<file path="config.mk">
export PLATFORM = sky130hd
export DESIGN_NAME = ps2_host_tx
export DESIGN_NICKNAME = d
export VERILOG_FILES = /design/src/rtl/tron_pkg.sv /design/src/rtl/ps2_sync_edge.sv /design/src/rtl/ps2_host_tx.sv
export SDC_FILE = /design/constraint.sdc
export NUM_CORES = 1
export LEC_CHECK = 0
export BUFFER_PORTS_ARGS = -buffer_cell sky130_fd_sc_hd__buf_2
export CAP_MARGIN = 5
export CORE_ASPECT_RATIO = 1.4
export CORE_MARGIN = 2
export CORE_UTILIZATION = 45
export DETAILED_ROUTE_END_ITERATION = 8
export HOLD_SLACK_MARGIN = 0.03
export MAX_ROUTING_LAYER = met4
export PLACE_DENSITY = 0.66
export SLEW_MARGIN = 30
export SYNTH_ARGS = -nofsm -noshare
export SYNTH_HDL_FRONTEND = slang
export SYNTH_SLANG_ARGS = --single-unit
</file>
<file path="constraint.sdc">
create_clock -name CLOCK_50 -period 1.7 [get_ports CLOCK_50]
set_input_delay 0.17 -clock CLOCK_50 [delete_from_list [all_inputs] [get_ports CLOCK_50]]
set_output_delay 0.17 -clock CLOCK_50 [all_outputs]
set_load 0.02 [all_outputs]
</file>
<file path="src/rtl/tron_pkg.sv">
// Shared PS/2 host-transmit definitions: FSM encoding, frame edge counts,
// keyboard command bytes and the frame parity helper.
package tron_pkg;

  typedef enum logic [2:0] {
    IDLE     = 3'd0,
    INHIBIT  = 3'd1,
    START    = 3'd2,
    SHIFT    = 3'd3,
    ACK      = 3'd4,
    WAIT_REL = 3'd5
  } ps2_tx_state_e;

  localparam logic [3:0] DATA_BITS   = 4'd8;
  localparam logic [3:0] PARITY_EDGE = 4'd9;
  localparam logic [3:0] STOP_EDGE   = 4'd10;

  localparam logic [7:0] CMD_SET_LEDS = 8'hED;
  localparam logic [7:0] CMD_RESET    = 8'hFF;
  localparam logic [7:0] CMD_ENABLE   = 8'hF4;

  // PS/2 frames carry odd parity over the eight data bits.
  function automatic logic odd_parity(input logic [7:0] data);
    return ~^data;
  endfunction

endpackage

</file>
<file path="src/rtl/ps2_sync_edge.sv">
// Two-flop synchronizer for one asynchronous PS/2 line with a falling-edge
// strobe taken from the synchronized value.
module ps2_sync_edge (
  input  logic CLOCK_50,
  input  logic reset,
  input  logic line_raw,
  output logic line_sync,
  output logic line_fall
);

  logic [1:0] sync_r;
  logic       prev_r;

  // Synchronizer chain plus delayed copy; resets to the idle-high bus level.
  always_ff @(posedge CLOCK_50) begin
    if (reset) begin
      sync_r <= 2'b11;
      prev_r <= 1'b1;
    end else begin
      sync_r <= {sync_r[0], line_raw};
      prev_r <= sync_r[1];
    end
  end

  assign line_sync = sync_r[1];
  assign line_fall = prev_r & ~sync_r[1];

endmodule

</file>
<file path="src/rtl/ps2_host_tx.sv">
// PS/2 host-to-device command transmitter (inhibit, start, 8 data, parity,
// stop, device ack). Define PS2TX_TIMEOUT_EN to add the per-transfer watchdog.
module ps2_host_tx
  import tron_pkg::*;
#(
  parameter int INHIBIT_CYCLES = 5000,
  parameter int TIMEOUT_CYCLES = 750000
) (
  input  logic       CLOCK_50,
  input  logic       reset,
  input  logic       cmd_valid,
  input  logic [7:0] cmd_data,
  output logic       cmd_ready,
  input  logic       PS2_KBCLK_in,
  input  logic       PS2_KBDAT_in,
  output logic       kbclk_oe,
  output logic       kbdat_oe,
  output logic       busy,
  output logic       done,
  output logic       ack_err,
  output logic       timeout
);

  localparam int             IW       = $clog2(INHIBIT_CYCLES + 1);
  localparam logic [IW-1:0]  INH_LAST = IW'(INHIBIT_CYCLES - 1);

  ps2_tx_state_e state_r, state_s;
  logic [IW-1:0] inh_r, inh_s;
  logic [3:0]    n_r, n_s;
  logic [8:0]    tx_r, tx_s;
  logic          kbclk_oe_r, kbclk_oe_s;
  logic          kbdat_oe_r, kbdat_oe_s;
  logic          done_r, done_s;
  logic          ack_err_r, ack_err_s;
  logic          cmd_ready_r, busy_r;
  logic          kbclk_s, kbclk_fall_s, kbdat_s;
  logic [1:0]    dat_sync_r;
  logic          wd_hit_s;

  ps2_sync_edge u_clk_sync (
    .CLOCK_50  (CLOCK_50),
    .reset     (reset),
    .line_raw  (PS2_KBCLK_in),
    .line_sync (kbclk_s),
    .line_fall (kbclk_fall_s)
  );

  // Data line only needs synchronizing; it is sampled on clock edges.
  always_ff @(posedge CLOCK_50) begin
    if (reset) begin
      dat_sync_r <= 2'b11;
    end else begin
      dat_sync_r <= {dat_sync_r[0], PS2_KBDAT_in};
    end
  end
  assign kbdat_s = dat_sync_r[1];

`ifdef PS2TX_TIMEOUT_EN
  localparam int            WW      = $clog2(TIMEOUT_CYCLES + 1);
  localparam logic [WW-1:0] WD_LAST = WW'(TIMEOUT_CYCLES - 1);
  logic [WW-1:0] wd_r;
  logic          timeout_r;

  assign wd_hit_s = (state_r != IDLE) && (wd_r == WD_LAST);

  // Watchdog restarts on accept and fires exactly TIMEOUT_CYCLES later.
  always_ff @(posedge CLOCK_50) begin
    if (reset) begin
      wd_r      <= '0;
      timeout_r <= 1'b0;
    end else if (state_r == IDLE) begin
      wd_r      <= '0;
      timeout_r <= 1'b0;
    end else begin
      wd_r      <= wd_r + WW'(1);
      timeout_r <= wd_hit_s;
    end
  end
  assign timeout = timeout_r;
`else
  assign wd_hit_s = 1'b0;
  assign timeout  = 1'b0;
`endif

  // Next-state, datapath and line-drive decode; outputs follow the next state.
  always_comb begin
    state_s   = state_r;
    inh_s     = inh_r;
    n_s       = n_r;
    tx_s      = tx_r;
    done_s    = 1'b0;
    ack_err_s = 1'b0;

    if (wd_hit_s) begin
      state_s = IDLE;
    end else begin
      case (state_r)
        IDLE: begin
          if (cmd_valid) begin
            state_s = INHIBIT;
            inh_s   = '0;
            n_s     = 4'd0;
            tx_s    = {odd_parity(cmd_data), cmd_data};
          end else begin
            state_s = IDLE;
          end
        end
        INHIBIT: begin
          if (inh_r == INH_LAST) begin
            state_s = START;
          end else begin
            inh_s = inh_r + IW'(1);
          end
        end
        START: state_s = SHIFT;
        SHIFT: begin
          if (kbclk_fall_s) begin
            n_s = n_r + 4'd1;
            if (n_s == STOP_EDGE) begin
              state_s = ACK;
            end else begin
              tx_s = {1'b0, tx_r[8:1]};
            end
          end else begin
            n_s = n_r;
          end
        end
        ACK: begin
          if (kbclk_fall_s) begin
            if (kbdat_s) begin
              ack_err_s = 1'b1;
              state_s   = IDLE;
            end else begin
              state_s = WAIT_REL;
            end
          end else begin
            state_s = ACK;
          end
        end
        WAIT_REL: begin
          if (kbclk_s && kbdat_s) begin
            done_s  = 1'b1;
            state_s = IDLE;
          end else begin
            state_s = WAIT_REL;
          end
        end
        default: state_s = IDLE;
      endcase
    end

    kbclk_oe_s = (state_s == INHIBIT) || (state_s == START);

    // Start bit is held through SHIFT until the first edge replaces it with bit 0.
    case (state_s)
      START: kbdat_oe_s = 1'b1;
      SHIFT: begin
        if ((state_r == SHIFT) && kbclk_fall_s) begin
          kbdat_oe_s = ~tx_r[0];
        end else begin
          kbdat_oe_s = kbdat_oe_r;
        end
      end
      default: kbdat_oe_s = 1'b0;
    endcase
  end

  // State, datapath and registered outputs.
  always_ff @(posedge CLOCK_50) begin
    if (reset) begin
      state_r     <= IDLE;
      inh_r       <= '0;
      n_r         <= 4'd0;
      tx_r        <= 9'd0;
      kbclk_oe_r  <= 1'b0;
      kbdat_oe_r  <= 1'b0;
      done_r      <= 1'b0;
      ack_err_r   <= 1'b0;
      cmd_ready_r <= 1'b1;
      busy_r      <= 1'b0;
    end else begin
      state_r     <= state_s;
      inh_r       <= inh_s;
      n_r         <= n_s;
      tx_r        <= tx_s;
      kbclk_oe_r  <= kbclk_oe_s;
      kbdat_oe_r  <= kbdat_oe_s;
      done_r      <= done_s;
      ack_err_r   <= ack_err_s;
      cmd_ready_r <= (state_s == IDLE);
      busy_r      <= (state_s != IDLE);
    end
  end

  assign cmd_ready = cmd_ready_r;
  assign busy      = busy_r;
  assign kbclk_oe  = kbclk_oe_r;
  assign kbdat_oe  = kbdat_oe_r;
  assign done      = done_r;
  assign ack_err   = ack_err_r;

endmodule

</file>
After elaboration in Yosys (flattened, before gate mapping)
Index checks and enable logic that the tools add are counted.
W data, S select, Z words.

storage, ports and cells
  register bits after elaboration = 40
  output and inout port bits = 7
  logic and storage cells = 72
  input port bits = 13

operators by class
  reduce and logical (&&, ||, !) cells = 14
  bitwise operators = 6
  muxes and demuxes = 22
  eq/ne operators = 15
  $add $sub $neg = 2

operator list
  operator                 number
  $mux W9                  3
  $mux W13                 2
  $pmux W13 S2             1
  $mux W3                  6
  $pmux W3 S6              1
  $pmux W9 S2              1
  $add A13 B1 Y13 const B  1
  $eq A13 B13 Y1 const B   1
  $eq A3 B2 Y1 const B     4
  $ne A2 B2 Y1 const B     5
  $mux W4                  2
  $pmux W4 S2              1
  $reduce_xnor A8 Y1       1
  $eq A3 B1 Y1 const B     2
  $eq A3 B3 Y1 const B     2
  $logic_not A3 Y1         2
  $reduce_and A3 Y1        2
  $not A1 Y1               5
  $add A4 B1 Y4 const B    1
  $eq A4 B4 Y1 const B     1
  $mux W1                  4
  $reduce_and A4 Y1        1
  $reduce_bool A2 Y1       2
  $reduce_bool A3 Y1       1
  6 further kinds          7

Depth between registers and ports, before layout
Gate-level depths: netlist (run 1).

  depth after elaboration = 7
  depth in mapped cells = 8

By module
A second synthesis (run 1) with hierarchy kept.

unflattened totals
  cell total of the unflattened synthesis = 235
  area total of the unflattened synthesis = 2,112.0 µm²

modules (own cells, without submodules)
  module         cells an instance  times used  area each (µm²)
  ps2_host_tx    228                1           2,026.9
  ps2_sync_edge  7                  1           85.1

Least setup slack after synthesis (run 1)
OpenSTA, ideal clock, no wires.

  path type = flip-flop to flip-flop
  start point = register n_r[0]
  end point = register tx_r[8]
  setup slack = -0.032 ns
  stages on the path, launching flop included = 8
  data required time = 1.584 ns
  buffers on the path = 1
  arrival = 1.616 ns
  period minus slack after synthesis = 1.732 ns
  cells stage by stage = dfxtp_1 > ha_1 > nor2_1 > a21oi_1 > o21bai_4 > and2_1 > buf_6 > a31o_1

on the way
  word-level cells in the longest chain between the ends = 4

ends and longest elaborated chain
  item                         RTL line            text
  start: declaration           ps2_host_tx.sv:29   logic [3:0] n_r, n_s;
  start signal: assignment     ps2_host_tx.sv:184  n_r <= n_s;
  $add A4 B1 Y4                ps2_host_tx.sv:118  n_s = n_r + 4'd1;
  $eq A4 B4 Y1                 ps2_host_tx.sv:119  if (n_s == STOP_EDGE) begin
  $ne A2 B2 Y1 (no line)       n/a
  $reduce_and A4 Y1 (no line)  n/a
  end signal: assignment       ps2_host_tx.sv:185  tx_r <= tx_s;
  end: declaration             ps2_host_tx.sv:30   logic [8:0] tx_r, tx_s;

Every way passes these cells.
A chain may end at the register's enable or synchronous reset.

Worst setup path after layout (run 1)
  start point = register n_r[0]
  end point = register kbdat_oe_r (netlist: kbdat_oe)

on the way
  word-level cells in the longest chain between the ends = 7
  elaborated cells between the ends (all ways) = 9

ends and longest elaborated chain
  item                                         RTL line            text
  $add A4 B1 Y4 (*)                            ps2_host_tx.sv:118
  $eq A4 B4 Y1 (*)                             ps2_host_tx.sv:119
  $mux W3 (*)                                  ps2_host_tx.sv:119
  $mux W3 (*)                                  ps2_host_tx.sv:117  if (kbclk_fall_s) begin
  $pmux W3 S6 (*)                              ps2_host_tx.sv:97   case (state_r)
  $eq A3 B2 Y1                                 ps2_host_tx.sv:155  case (state_s)
  $pmux W1 S2 or $ne A2 B2 Y1 (tied branches)  n/a
  end signal: assignment                       ps2_host_tx.sv:187  kbdat_oe_r <= kbdat_oe_s;
  end: declaration                             ps2_host_tx.sv:32   logic kbdat_oe_r, kbdat_oe_s;

Every way passes the cells marked *; elsewhere a longest branch is shown, timed or not.

==> impl_metrics.env, run 1 <==
export IMPL_ant_nets=0
export IMPL_io_pins=20
export IMPL_ys_flop_type="dfxtp_1"
export IMPL_layout_drive_gt1_share=0.315
export IMPL_required_ns=1.89
export IMPL_rows=28
export IMPL_fillCellCount=415
export IMPL_cp_max_fo=5
export IMPL_drc_errors=0
export IMPL_vias=1747
export IMPL_hold_viol=0
export IMPL_clk_pin_slew_ns=0.08
export IMPL_timing_rr_end="kbdat_oe"
export IMPL_ys_seq_area_frac=0.396
export IMPL_hold_class="in -> reg"
export IMPL_ir_worst_vdd_mv=0.714
export IMPL_power_mw=1.99
export IMPL_dr_pass1_iters=4
export IMPL_clock_fmax_mhz=618
export IMPL_async_reset_ff_frac=0
export IMPL_slew_limit_headroom=0.635
export IMPL_grt_start_max_net_pins=16
export IMPL_synth_top_cell_area_share=0.396
export IMPL_netlist_instances=224
export IMPL_synth_avg_cell_area_um2=9.03
export IMPL_end_kind="register"
export IMPL_synth_cell_types=50
export IMPL_synth_edff_count=0
export IMPL_clkSinkCount=40
export IMPL_r2r_start="n_r[0]"
export IMPL_coreArea_um2=4270
export IMPL_yosysWarnings=0
export IMPL_htreeDepth=2
export IMPL_vias_per_cell=5.34
export IMPL_busiest_layer="met2"
export IMPL_die_h_um=83.3
export IMPL_cts_hold_buf=0
export IMPL_setup_viol=0
export IMPL_period_needed_ns=1.62
export IMPL_layout_nets=282
export IMPL_crit_chain="ha_1 -> buf_4 -> a21oi_2 -> o31ai_2 -> o22a_1 -> o21a_1"
export IMPL_io_buffers=18
export IMPL_maxSlewViolCount=0
export IMPL_worstSetupStartpointType="register"
export IMPL_die_w_um=60.7
export IMPL_path_class="reg -> reg"
export IMPL_clock_latency_ns=0.30
export IMPL_grt_total_usage=0.193
export IMPL_numCtsBuffers=5
export IMPL_grt_pass1_wl_mm=7.39
export IMPL_max_stage_delay_ns=0.34
export IMPL_worst_slew_pin_slew_ns=0.546
export IMPL_grt_pass1_vias=1745
export IMPL_post_route_period_util=0.952
export IMPL_status="complete, no violations"
export IMPL_yosys_area_top_type="dfxtp_1"
export IMPL_hp_start="PS2_KBCLK_in"
export IMPL_place_congestion=0.886
export IMPL_ys_ff_latch=40
export IMPL_dieArea_um2=5060
export IMPL_use_met1=0.202
export IMPL_drv_cap=0
export IMPL_cts_tree="done"
export IMPL_routedWlPerCell_um=13.1
export IMPL_antenna_cells=0
export IMPL_cts_buffer_depth=2
export IMPL_synthToLayoutAreaGrowth_pct=24.0
export IMPL_fin_skew_ns=0.00498
export IMPL_holdPathStages=2
export IMPL_met2_usage=0.332
export IMPL_r2r_cells=6
export IMPL_p_leak_nw=0.918
export IMPL_critPathSlowestCell="dfxtp_1"
export IMPL_synth_area_um2=2020
export IMPL_setup_tns_ns=0
export IMPL_grt_antenna_before_repair=0
export IMPL_synth_area_top_cells="dfxtp_1 40%, xnor2_1 5.2%, mux2i_1 4.9%"
export IMPL_cts_root_buf="clkbuf_8"
export IMPL_power_density_nw_per_um2=793
export IMPL_overflow=0
export IMPL_grtUsageMet3=0.0389
export IMPL_critPathArrivalTime_ns=1.81
export IMPL_drt_initial_drc_count=80
export IMPL_wl_mm=4.29
export IMPL_post_cts_buffers=0
export IMPL_r2r_slack_ns=0.08
export IMPL_start_util=0.473
export IMPL_min_to="u_clk_sync.sync_r[0]"
export IMPL_hpwl_mm=3.30
export IMPL_mappedNetlistNets=240
[worst max-delay path, delay by kind of cell, from the launching register on]
family | cells | cell delay, ns
flip-flops | 1 | 0.34
AO/OA/AOI/OAI | 4 | 0.77
adder cells (fa/ha/maj) | 1 | 0.25
buffers and inverters | 1 | 0.15
[sequential cells by signal, indices dropped and copies added (netlist names)]
signal             flops
u_clk_sync.prev_r      1
dat_sync_r             2
inh_r                 13
u_clk_sync.sync_r      2
cmd_ready              1
n_r                    4
tx_r                   9
kbdat_oe               1
state_r                3
ack_err                1
done                   1
kbclk_oe               1
busy                   1
[cells in the final DEF (no fill, tap or decap), types with 7 or more instances in the layout]
cell type  netlist  final
a21oi_1         16     15
buf_2            4     18
buf_4            1     29
dfxtp_1         40     38
inv_1            7      7
mux2i_1         10     10
nand2_1         12     12
nand4_1         12     12
nor2_1          16     16
nor3_1           7      7
o31ai_2          8      9
xnor2_1         12     12
[synthesized netlist by cell type (all sizes together), types with 2 or more instances]
master / count
dfxtp: 40
nor2: 17
a21oi: 16
nand2: 12
nand4: 12
xnor2: 12
mux2i: 10
o31ai: 9
buf: 8
inv: 7
nand3: 7
nor3: 7
o21ai: 7
or2: 6
or3: 6
clkbuf: 5
and2: 3
ha: 3
nor4b: 3
o211ai: 3
a221oi: 2
a31o: 2
and3: 2
nand2b: 2
nand3b: 2
nor2b: 2
o21a: 2
xor2: 2
[through the flow]
stage / utilization / instances / hold WS (ns) / worst slack [ns] / cell area [um^2]
2_1_floorplan: - / 224 / 0.274 / 0.0502 / 2030
3_3_place_gp: 0.549 / 319 / 0.353 / -0.0266 / 2340
3_5_place_dp: 0.549 / 319 / 0.357 / -0.0669 / 2340
4_1_cts: 0.576 / 327 / 0.0402 / 0.0266 / 2460
5_1_grt: 0.587 / 327 / 0.0320 / -0.0205 / 2510
6_report: 0.587 / 327 / 0.0482 / 0.0808 / 2510
[cell families (layout without fill, tap and decap cells)]
| family | Yosys count | in the layout | share of synthesized area |
|---|---|---|---|
| AO/OA/AOI/OAI | 50 | 50 | 0.190 |
| buffers and inverters | 20 | 63 | 0.0489 |
| AND/OR/NAND/NOR | 86 | 86 | 0.235 |
| XOR/XNOR | 14 | 14 | 0.0606 |
| other | 1 | 1 | 0.00185 |
| adder cells (fa/ha/maj) | 3 | 3 | 0.0186 |
| multiplexers | 10 | 10 | 0.0495 |
| flip-flops | 40 | 40 | 0.396 |
[timing repair]
action	4_1_cts	5_1_grt
pin swaps	0	1
setup endpoints to repair	10	19
resized for setup	2	12
[metal layers]
metal	up-vias	routed length (um)	share of wire
met5	-	0	0
met4	0	118	0.027
met3	11	108	0.025
met2	32	2400	0.56
met1	808	1670	0.39
li1	896	-	-
[area by class of cell]
type | count | area (um^2) | share of cell area
multi-input combinational | 164 | 1170 | 0.466
sequential | 40 | 803 | 0.320
timing repair buffer | 48 | 319 | 0.127
tap | 60 | 75.1 | 0.0299
clock buffer | 5 | 68.8 | 0.0274
clock inverter | 3 | 46.3 | 0.0185
inverter | 7 | 26.3 | 0.0105
[power by group]
group | switching [mW] | leakage [nW] | internal (mW)
Sequential | 0.0177 | 0.327 | 0.968
Clock | 0.353 | 0.0548 | 0.442
Combinational | 0.115 | 0.537 | 0.0923
[worst max-delay path by stage]
stage / start / to / slack [ns]
after global routing: inh_r[4] / inh_r[2] / -0.02
after detailed placement: n_r[0] / tx_r[8] / -0.07
after global placement: inh_r[10] / inh_r[1] / -0.03
after floorplan: n_r[0] / tx_r[8] / 0.05
after CTS: n_r[0] / tx_r[8] / 0.03
final: n_r[0] / kbdat_oe / 0.08
Power figures use the tool's default switching activity.
==> inputs of run 2 (changes only) <==
SYNTH_HIERARCHICAL = 1   (was default)
==> impl_metrics.env, run 2 <==
export IMPL_pwr_share_comb=0.121
export IMPL_drt_initial_drc_count=134
export IMPL_max_stage_delay_ns=0.37
export IMPL_vias=1742
export IMPL_status="complete, no violations"
export IMPL_synth_area_um2=2110
export IMPL_clkSinkCount=40
export IMPL_pre_cts_slack_ns=0.0403
export IMPL_cts_hold_buf=0
export IMPL_cp_max_fo=6
export IMPL_grtUsageMet3=0.0396
export IMPL_utilization=0.564
export IMPL_hp_start="PS2_KBCLK_in"
export IMPL_crit_chain="ha_4 -> and2_4 -> a21oi_4 -> o211ai_4 -> and2_4 -> a31o_2"
export IMPL_holdWs_ns=0.0564
export IMPL_path_class="reg -> reg"
export IMPL_ys_flop_type="dfxtp_1"
export IMPL_wl_mm=4.54
export IMPL_fin_skew_ns=0.00587
export IMPL_r2r_cells=6
export IMPL_async_reset_ff_frac=0
export IMPL_final_cell_count_no_fill=325
export IMPL_regMostFlops="inh_r"
export IMPL_worstSetupStartpointType="register"
export IMPL_synth_top_cell_area_share=0.379
export IMPL_dpl_cell_area_um2=2310
export IMPL_setup_tns_ns=0
export IMPL_p_leak_nw=0.929
export IMPL_p_sw_frac=0.243
export IMPL_synth_common_cells="40 x dfxtp_1, 35 x nor2_1, 15 x a21oi_1"
export IMPL_clk_pin_slew_ns=0.07
export IMPL_min_to="u_clk_sync/sync_r[0]"
export IMPL_routedWlPerCell_um=14.0
export IMPL_setup_viol=0
export IMPL_io_pins=20
export IMPL_synth_avg_cell_area_um2=8.99
export IMPL_io_buffers=18
export IMPL_layout_commonest_cell="dfxtp_1"
export IMPL_busiest_layer="met2"
export IMPL_r2r_slack_ns=0.03
export IMPL_grt_pass1_wl_mm=6.93
export IMPL_grt_start_max_net_pins=18
export IMPL_rows=29
export IMPL_overflow=0
export IMPL_dieArea_um2=5270
export IMPL_required_ns=1.89
export IMPL_synth_area_top_cells="dfxtp_1 38%, nor2_1 6.2%, xnor2_1 4.6%"
export IMPL_ant_nets=0
export IMPL_power_frac_clock=0.347
export IMPL_hold_class="in -> reg"
export IMPL_place_congestion=0.820
export IMPL_synth_cell_types=56
export IMPL_cts_tree="done"
export IMPL_synthToLayoutAreaGrowth_pct=21.1
export IMPL_critPathSlowestCell="dfxtp_4"
export IMPL_period_needed_ns=1.67
export IMPL_grt_total_usage=0.178
export IMPL_start_util=0.466
export IMPL_grt_pass1_vias=1593
export IMPL_end_kind="register"
export IMPL_critPathArrivalTime_ns=1.85
export IMPL_seq_power_share=0.532
export IMPL_maxSlewViolCount=0
export IMPL_vias_per_cell=5.36
export IMPL_design_area_um2=2560
export IMPL_r2r_start="n_r[1]"
export IMPL_yosysWarnings=6
export IMPL_coreArea_um2=4540
export IMPL_power_mw=1.85
export IMPL_hpwl_mm=3.01
export IMPL_use_met1=0.212
export IMPL_ys_ff_latch=40
export IMPL_htreeDepth=2
export IMPL_layout_nets=278
export IMPL_drc_errors=0
export IMPL_power_density_nw_per_um2=725
export IMPL_cts_root_buf="clkbuf_8"
export IMPL_layout_common_cells="36 x dfxtp_1, 35 x nor2_1, 18 x buf_2"
export IMPL_die_h_um=85.1
export IMPL_met2_usage=0.277
export IMPL_netlist_instances=235
export IMPL_crit_top_cell="and2_4"
export IMPL_die_w_um=61.9
export IMPL_antenna_cells=0
export IMPL_synth_edff_count=0
export IMPL_synth_most_common_cell="dfxtp_1"
export IMPL_hold_viol=0
export IMPL_dp_cells=314
export IMPL_cts_buffer_depth=2
export IMPL_largest_register_ffs=13
export IMPL_top_regs="inh_r: 13 flops, tx_r: 9 flops, n_r: 4 flops"
export IMPL_dr_pass1_iters=4
export IMPL_grt_antenna_before_repair=0
export IMPL_drv_cap=0
export IMPL_ir_worst_vdd_mv=0.474
export IMPL_yosys_area_top_type="dfxtp_1"
export IMPL_layout_drive_gt1_share=0.316
export IMPL_post_route_period_util=0.980
export IMPL_rsz0062_at_grt="true"
export IMPL_mappedNetlistNets=251
export IMPL_clock_fmax_mhz=600
export IMPL_ys_seq_area_frac=0.379
export IMPL_holdPathStages=2
export IMPL_timing_rr_end="tx_r[8]"
export IMPL_p_int_mw=1.40
export IMPL_power_switching_mw=0.450
export IMPL_setup_slack_ns=0.0336
export IMPL_numCtsBuffers=5
export IMPL_clock_latency_ns=0.29
-- run 2: area by class of cell --
cell class,instances,area (um^2)
clock buffers,8,90.1
fillers,423,1980
inverters,11,41.3
multi-input cells,173,1330
flip-flops and latches,40,808
well taps,62,77.6
repair buffers,31,213
-- run 2: how the worst max path moves through the flow --
stage / from / end / slack, ns
floorplan: n_r[0] / tx_r[8] / 0.04
global placement: n_r[1] / kbdat_oe / 0.05
detailed placement: n_r[1] / kbdat_oe / 0.04
CTS: n_r[1] / kbdat_oe / 0.02
global route: n_r[0] / kbdat_oe / -0.03
finish: n_r[1] / tx_r[8] / 0.03
-- run 2: cell families (layout without fill, tap and decap cells) --
family / Yosys count / in the layout / share of synthesized area
flip-flops: 40 / 40 / 0.379
AND/OR/NAND/NOR: 104 / 105 / 0.313
multiplexers: 1 / 1 / 0.00533
AO/OA/AOI/OAI: 45 / 46 / 0.153
adder cells (fa/ha/maj): 3 / 3 / 0.0178
other: 1 / 1 / 0.00178
XOR/XNOR: 17 / 17 / 0.0705
buffers and inverters: 24 / 50 / 0.0592
-- run 2: power by group through the flow --
stage / logic (mW) / clock network [mW] / registers, mW
after global placement: 0.211 / 0 / 1.01
after CTS: 0.213 / 0.667 / 0.986
after global routing: 0.246 / 0.705 / 0.990
after detailed placement: 0.212 / 0 / 1.01
after floorplan: 0.148 / 0 / 1.01
final: 0.224 / 0.644 / 0.986
-- run 2: metal layers --
metal  part of all wire  vias to the layer above  routed length, um
li1                   -                      883                  -
met1               0.45                      826               2020
met2               0.51                       26               2310
met3              0.027                        7                122
met4              0.018                        0                 81
met5                  0                        -                  0
-- run 2: repair_timing --
item	in CTS	in global routing
resized for setup	0	28
setup buffers	0	1
setup endpoints to repair	0	18
hold endpoints to repair	0	0
-- run 2: critical path: cells and delay by family, from the launching register on --
kind            cells  cell delay [ns]
fa+ha+maj           1             0.17
compound gates      3             0.66
simple gates        2             0.36
flops               1             0.37
==> inputs of run 3 (changes only) <==
ABC_CLOCK_PERIOD_IN_PS = 1700   (was default)
CELL_PAD_IN_SITES_DETAIL_PLACEMENT = 0   (was default)
CELL_PAD_IN_SITES_GLOBAL_PLACEMENT = 1   (was default)
CORE_UTILIZATION = 40   (was 45)
PLACE_DENSITY = default   (was 0.66)
PLACE_DENSITY_LB_ADDON = 0.1   (was default)
==> impl_metrics.env, run 3 (synthesized netlist as in run 2, its figures left out) <==
export IMPL_htreeDepth=2
export IMPL_grt_antenna_before_repair=0
export IMPL_cp_max_fo=9
export IMPL_layout_drive_gt1_share=0.303
export IMPL_layout_commonest_cell="dfxtp_1"
export IMPL_overflow=0
export IMPL_required_ns=1.89
export IMPL_grt_pass1_wl_mm=7.95
export IMPL_dr_pass1_iters=4
export IMPL_hold_viol=0
export IMPL_clock_fmax_mhz=612
export IMPL_path_class="reg -> reg"
export IMPL_ir_worst_vdd_mv=0.370
export IMPL_drc_errors=0
export IMPL_clkSinkCount=40
export IMPL_setup_viol=0
export IMPL_drt_initial_drc_count=96
export IMPL_grt_start_max_net_pins=18
export IMPL_start_util=0.413
export IMPL_hpwl_mm=3.45
export IMPL_cts_tree="done"
export IMPL_ant_nets=0
export IMPL_post_route_period_util=0.961
export IMPL_grt_pass1_vias=1700
export IMPL_hold_class="in -> reg"
export IMPL_pre_cts_slack_ns=0.0112
export IMPL_cts_buffer_depth=2
export IMPL_routedWlPerCell_um=14.0
export IMPL_use_met1=0.196
export IMPL_status="complete, no violations"
export IMPL_layout_nets=286
export IMPL_power_switching_mw=0.450
export IMPL_die_w_um=65.4
export IMPL_largest_register_ffs=13
export IMPL_power_density_nw_per_um2=736
export IMPL_io_buffers=18
export IMPL_p_sw_frac=0.244
export IMPL_cts_root_buf="clkbuf_8"
export IMPL_coreArea_um2=5120
export IMPL_met2_usage=0.309
export IMPL_place_congestion=0.762
export IMPL_rows=31
export IMPL_pwr_share_comb=0.112
export IMPL_rsz0062_at_grt="true"
export IMPL_clk_pin_slew_ns=0.07
export IMPL_fin_skew_ns=0.00463
export IMPL_power_frac_clock=0.351
export IMPL_grt_total_usage=0.176
export IMPL_cts_hold_buf=0
export IMPL_busiest_layer="met2"
export IMPL_vias_per_cell=5.18
export IMPL_worstSetupStartpointType="register"
export IMPL_wl_mm=4.71
export IMPL_setup_slack_ns=0.0659
export IMPL_numCtsBuffers=5
export IMPL_vias=1746
export IMPL_io_pins=20
export IMPL_drv_cap=0
export IMPL_seq_power_share=0.536
export IMPL_period_needed_ns=1.63
export IMPL_p_int_mw=1.40
export IMPL_die_h_um=90.0
export IMPL_antenna_cells=0
export IMPL_power_mw=1.85
export IMPL_setup_tns_ns=0
export IMPL_grtUsageMet3=0.0263
export IMPL_top_regs="inh_r: 13 flops, tx_r: 9 flops, n_r: 4 flops"
export IMPL_critPathArrivalTime_ns=1.82
export IMPL_end_kind="register"
export IMPL_dieArea_um2=5890
export IMPL_clock_latency_ns=0.29
export IMPL_synthToLayoutAreaGrowth_pct=18.8
export IMPL_regMostFlops="inh_r"
export IMPL_maxSlewViolCount=0
export IMPL_utilization=0.490
export IMPL_p_leak_nw=0.948
export IMPL_layout_common_cells="38 x dfxtp_1, 35 x nor2_1, 22 x buf_4"
==> run 3: cell count changes in the layout (fill, tap and decap cells not counted), sizes merged <==
cell | previous run | this run
and2 | 3 | 2
buf | 31 | 40
==> run 3: power groups by stage <==
| stage | sequential [mW] | clock (mW) | combinational (mW) |
|---|---|---|---|
| floorplan | 1.01 | 0 | 0.148 |
| global placement | 1.01 | 0 | 0.208 |
| detailed placement | 1.01 | 0 | 0.207 |
| CTS | 0.991 | 0.676 | 0.208 |
| global route | 0.996 | 0.712 | 0.229 |
| finish | 0.991 | 0.649 | 0.207 |
==> run 3: per-stage QoR <==
step / cells / hold WS (ns) / instance area [um^2]
after floorplan: 235 / 0.267 / 2110
after global placement: 326 / 0.352 / 2350
after detailed placement: 326 / 0.351 / 2350
after CTS: 334 / 0.0481 / 2450
after global routing: 337 / 0.0584 / 2510
final: 337 / 0.0531 / 2510
==> run 3: routing by layer <==
metal  part of all wire  wire length [um]  vias up
li1                   -                 -      900
met1               0.42              1990      827
met2               0.54              2540       14
met3              0.020                95        5
met4              0.017                81        0
met5                  0                 0        -
==> run 3: repair_timing <==
item                                    4_1_cts  5_1_grt
gates resized for setup                       2       10
pin swaps                                     0        3
cloned                                        0        1
buffers inserted                              0        2
endpoints found under the setup margin        2       24
==> run 3: final cells by class <==
class	instances	area (um^2)
Fill cell	543	2610
Multi-Input combinational cell	172	1240
Clock buffer	8	90.1
Sequential cell	40	803
Tap cell	66	82.6
Inverter	11	41.3
Timing Repair Buffer	40	255
==> run 3: path summary, 6_finish.rpt <==
kind | slack, ns | startpoint | end | depth (start not counted)
worst max-delay path | 0.07 | n_r[1] | tx_r[8] | 6
worst min-delay path | 0.05 | PS2_KBCLK_in | u_clk_sync/sync_r[0] | 2
worst max register to register | 0.07 | n_r[1] | tx_r[8] | 6
worst min register to register | 0.41 | u_clk_sync/sync_r[0] | u_clk_sync/sync_r[1] | 1
==> run 3: worst max-delay path, cell delays in order, from the launching register on <==
cell and delay [ns]:
dfxtp_2 0.34, ha_2 0.20, and2_1 0.18, a21oi_4 0.22
o211ai_4 0.13, and2_4 0.22, a31o_2 0.24
